**src/rtl/scramble_gen.sv**
```systemverilog
// Scramble sequencer: issues NUM_MOVES pseudo-random face turns, one per accepted tick, over valid/ready.
// Define SCRAMBLE_NO_REPEAT_EN to also reject a turn on the same face as the previous one.
module scramble_gen #(
    parameter int          NUM_MOVES = 20,
    parameter int          CNT_W     = 5,
    parameter logic [15:0] LFSR_SEED = 16'hACE1
) (
    input  logic             clk,
    input  logic             rst,
    input  logic             tick,
    input  logic             start,
    input  logic             move_ready,
    output logic             move_valid,
    output logic [2:0]       move_face,
    output logic             move_dir,
    output logic             busy,
    output logic             done,
    output logic [CNT_W-1:0] moves_left
);

    typedef enum logic [1:0] {
        IDLE      = 2'd0,
        WAIT_TICK = 2'd1,
        ISSUE     = 2'd2
    } state_t;

    localparam logic [15:0] TAPS = 16'hB400;

    state_t           state_reg, state_next;
    logic [15:0]      lfsr_reg, lfsr_next, lfsr_step;
    logic [2:0]       face_reg, face_next;
    logic [2:0]       last_face_reg, last_face_next;
    logic             dir_reg, dir_next;
    logic [CNT_W-1:0] moves_left_reg, moves_left_next;
    logic             done_reg, done_next;
    logic [2:0]       cand_face;
    logic             cand_dir;
    logic             cand_ok;

    // Galois step: shift right, fold the outgoing bit back into the tap positions.
    genvar gi;
    generate
        for (gi = 0; gi < 16; gi++) begin : g_lfsr
            if (gi == 15) begin : g_top
                assign lfsr_step[gi] = lfsr_reg[0] & TAPS[gi];
            end else begin : g_mid
                assign lfsr_step[gi] = lfsr_reg[gi+1] ^ (lfsr_reg[0] & TAPS[gi]);
            end
        end
    endgenerate

    assign cand_face = lfsr_step[2:0];
    assign cand_dir  = lfsr_step[3];

`ifdef SCRAMBLE_NO_REPEAT_EN
    assign cand_ok = (cand_face < 3'd6) && (cand_face != last_face_reg);
`else
    assign cand_ok = (cand_face < 3'd6);
`endif

    always_comb begin
        state_next      = state_reg;
        lfsr_next       = lfsr_reg;
        face_next       = face_reg;
        dir_next        = dir_reg;
        last_face_next  = last_face_reg;
        moves_left_next = moves_left_reg;
        done_next       = 1'b0;
        case (state_reg)
            IDLE: begin
                if (start) begin
                    moves_left_next = CNT_W'(NUM_MOVES);
                    last_face_next  = 3'd7;
                    state_next      = WAIT_TICK;
                end
            end
            WAIT_TICK: begin
                if (tick) begin
                    lfsr_next = lfsr_step;
                    if (cand_ok) begin
                        face_next  = cand_face;
                        dir_next   = cand_dir;
                        state_next = ISSUE;
                    end
                end
            end
            ISSUE: begin
                if (move_ready) begin
                    last_face_next  = face_reg;
                    moves_left_next = moves_left_reg - CNT_W'(1);
                    if (moves_left_reg == CNT_W'(1)) begin
                        state_next = IDLE;
                        done_next  = 1'b1;
                    end else begin
                        state_next = WAIT_TICK;
                    end
                end
            end
            default: state_next = IDLE;
        endcase
    end

    always_ff @(posedge clk or posedge rst) begin
        if (rst) begin
            state_reg      <= IDLE;
            lfsr_reg       <= LFSR_SEED;
            face_reg       <= 3'd0;
            dir_reg        <= 1'b0;
            last_face_reg  <= 3'd7;
            moves_left_reg <= '0;
            done_reg       <= 1'b0;
        end else begin
            state_reg      <= state_next;
            lfsr_reg       <= lfsr_next;
            face_reg       <= face_next;
            dir_reg        <= dir_next;
            last_face_reg  <= last_face_next;
            moves_left_reg <= moves_left_next;
            done_reg       <= done_next;
        end
    end

    assign move_valid = (state_reg == ISSUE);
    assign move_face  = face_reg;
    assign move_dir   = dir_reg;
    assign busy       = (state_reg != IDLE);
    assign done       = done_reg;
    assign moves_left = moves_left_reg;

endmodule

```
**config.mk**
```make
export PLATFORM = sky130hd
export DESIGN_NAME = scramble_gen
export DESIGN_NICKNAME = d
export VERILOG_FILES = /design/src/rtl/scramble_gen.sv
export SDC_FILE = /design/constraint.sdc
export NUM_CORES = 1
export LEC_CHECK = 0
export ABC_AREA = 1
export CORE_ASPECT_RATIO = 1.2
export CORE_MARGIN = 2
export CORE_UTILIZATION = 45
export DETAILED_ROUTE_END_ITERATION = 16
export DONT_BUFFER_PORTS = 1
export PLACE_DENSITY = 0.62
export SYNTH_ARGS = -nofsm -noshare
export SYNTH_HDL_FRONTEND = slang
export SYNTH_SLANG_ARGS = --single-unit
```
**constraint.sdc**
```tcl
create_clock -name clk -period 1.1 [get_ports clk]
set_clock_uncertainty 0.05 [all_clocks]
set_input_delay 0.22 -clock clk [delete_from_list [all_inputs] [get_ports clk]]
set_output_delay 0.22 -clock clk [all_outputs]
set_load 0.005 [all_outputs]
```
==> impl_metrics.toml <==
[outcome]
status = "complete, but fails checks"
failed_checks = "setup timing"

[placement]
dp_hpwl_mm = 1.514
place_ws_ps = -93.18
portBuffers = 0
place_inst = 186
gp_congestion = 0.8000

[power]
combPwrFrac_pct = 53.3
p_sw_share_pct = 39.32
net-switching-power_mw = 2.138
vdd_drop_max_mv = 1.499
pwr-share-seq_pct = 34.1
p_leak_nw = 0.9032
power_density_nw_per_um2 = 2870
p_total_mw = 5.437
internal_power_mw = 3.299
power_frac_clock_pct = 12.6

[sta]
worstMarginPinSlew_ps = 361.8
report.final.slew_viol_count = 0
timing.final.ws_setup_ps = -263.5
rsz0062_at_grt = "true"
setup_violations = 33
post-route-period-util_pct = 124.0
final.min_clock_period_ps = 1363
hold_viol = 0
max_freq_mhz = 733.4
relSlewSlack_pct = 75.88

[floorplan]
core_area_sq_um = 2577
core.rowCount = 20
fp.dieW_microns = 51.82
fp.dieH_microns = 61.39
die_area_sq_um = 3181
initial_core_util_pct = 47.91
io_pins = 17

[yosys]
synthTopCellsByCount = "42 x nand2_1, 20 x dfrtp_1, 18 x inv_1"
synthFlopType = "dfrtp_1"
synth_enable_flop_cells = 0
synth-seq-cells = 28
async_flop_share_pct = 100.0
synthCells = 137
yosysTopAreaCellShare_pct = 40.53
synth_warnings = 0
yosys-top-cells-area = "dfrtp_1 41%, dfstp_2 17%, nand2_1 13%, inv_1 5.5%, o21ai_0 5.3%"
yosysUniqueCellTypes = 17
synth-seq-area-share_pct = 57.55
netlist_area_sq_um = 1235
synth_top_area_cell = "dfrtp_1"
avgSynthCellArea_sq_um = 9.014
syn-num-nets = 144
synthMostInstantiatedCell = "nand2_1"

[cells_and_area]
post_layout_nonfiller_instances = 207
drive_gt1_share_pct = 57.47
area_delta_synth_final_pct = 53.39
fillers = 158
nets = 182
largest_register_ffs = 16
num_antenna_cells = 0

[clock_network]
clock-sinks = 28
cts-htree-levels = 1
clockBufferDepth = 2
cts.clk_slew.worst_paths_ps = 160
worstSkewPairLatency_ps = 330
cts-root-buf = "clkbuf_4"
cts_tree = "built"
cts_buffers = 3

[setup_path]
critical_path_required_ps = 1310
arrival_ps = 1580
end_kind = "flip-flop"
crit_chain = "inv_2 -> buf_6 -> nor2_4 -> nand2_8 -> buf_8 -> o21ai_2"
max_stage_delay_ps = 380
ff2ff_path_depth = 6
critPathMaxFanout = 7
worstSetupStartpointType = "flip-flop"
critical_path_class = "flip-flop to flip-flop"
critical-path-slowest-cell = "dfrtp_1"

[global_route]
grt_usage_pct = 19.97
grt_pass1_wl_mm = 4.678
grt_pass1_vias = 1044
antenna_found_initial = 0
grt_max_degree = 29
overflow = 0

[drt]
drt_pass1_iterations = 4
drc = 0
viasPerCell = 5.101
wl_per_cell_microns = 15.05
drt-total-wl_mm = 3.116
antenna_left = 0
drt_iter0_markers = 18
vias = 1056

[min_path]
min_delay_path_depth = 2
hold_class = "input port to flip-flop"

[job]
cap_violations = 0
[final timing paths]
kind                                               start                        end  slack (ps)
worst max-delay path            state_reg[0]$_DFFE_PP0P_   lfsr_reg[13]$_DFFE_PP1P_        -260
worst min-delay path                          move_ready             done$_DFF_PP0_          50
worst max register to register  state_reg[0]$_DFFE_PP0P_   lfsr_reg[13]$_DFFE_PP1P_        -260
worst min register to register   lfsr_reg[6]$_DFFE_PP1P_    lfsr_reg[6]$_DFFE_PP1P_         440
max in group asynchronous                            rst   lfsr_reg[10]$_DFFE_PP1P_         360
min in group asynchronous                            rst  moves_left[3]$_DFFE_PP0P_         330
[cell families after synthesis]
family	synth area share [%]
buffers and inverters	7.902
DFF	57.55
and+or+nand+nor	20.06
AOI/OAI and AO/OA	11.04
xor gates and xnor gates	1.419
adders and majority gates	2.026
[cell usage in the layout, fill, tap and decap left out, drive strengths merged]
cell / synthesis / layout
a21oi: 3 / 3
buf: 2 / 30
bufinv: 0 / 1
clkbuf: 0 / 3
dfrtp: 20 / 20
dfstp: 8 / 8
dlygate4sd3: 0 / 3
ha: 2 / 2
inv: 20 / 21
nand2: 43 / 44
nand3: 7 / 7
nor2: 10 / 10
o21ai: 19 / 19
or2: 1 / 1
xnor2: 2 / 2
[layer usage]
layer / wire [microns] / GRT usage (%) / share of wire, % / vias to the layer above
met5: 0 / 0 / 0 / -
met4: 82 / 7.895 / 2.6 / 0
met3: 79 / 3.641 / 2.5 / 10
met2: 1749 / 36.17 / 56 / 26
met1: 1204 / 23.39 / 39 / 518
li1: - / - / - / 502
[power by group through the flow]
stage | Clock (mW) | Combinational (mW) | Sequential (mW)
5_1_grt | 0.733 | 3.11 | 1.90
2_1_floorplan | 0 | 0.941 | 1.72
6_report | 0.684 | 2.90 | 1.85
3_5_place_dp | 0 | 1.34 | 1.75
3_3_place_gp | 0 | 1.31 | 1.74
4_1_cts | 0.681 | 2.28 | 1.80
[worst max-delay path: cells and delay by family (launching register included)]
kind / cells / cell delay, ps
AOI/OAI and AO/OA: 1 / 130
buffers and inverters: 3 / 370
DFF: 1 / 380
and+or+nand+nor: 2 / 360
[stage by stage]
step                      hold slack, ps  TNS, ps  area [sq um]  util, %
after floorplan                    229.5        0          1235        -
after global placement             143.9   -286.7          1389    53.88
after detailed placement           150.0   -777.4          1389    53.88
after CTS                          80.61    -3801          1740    67.52
after global routing               30.28    -7090          1894    73.50
final                              46.40    -5555          1894    73.50
[area by class of cell]
cell class              instances  area [sq um]  share of cell area (%)
clock inverters                 1         30.03                   1.585
flip-flops and latches         28         711.9                   37.58
repair buffers                 33         339.1                   17.90
well taps                      33         41.29                   2.180
repair inverters                1         6.256                  0.3303
clock buffers                   3         22.52                   1.189
multi-input cells              88         658.1                   34.74
inverters                      20         85.08                   4.491
[repair_timing]
item / in CTS / in global routing
resized for setup: 58 / 40
setup endpoints to repair: 30 / 33
buffers inserted: 7 / 4
hold endpoints to repair: 22 / 0
pin swaps: 11 / 5
hold buffers: 3 / 0
gates cloned: 3 / 0
Power figures use the tool's default switching activity.
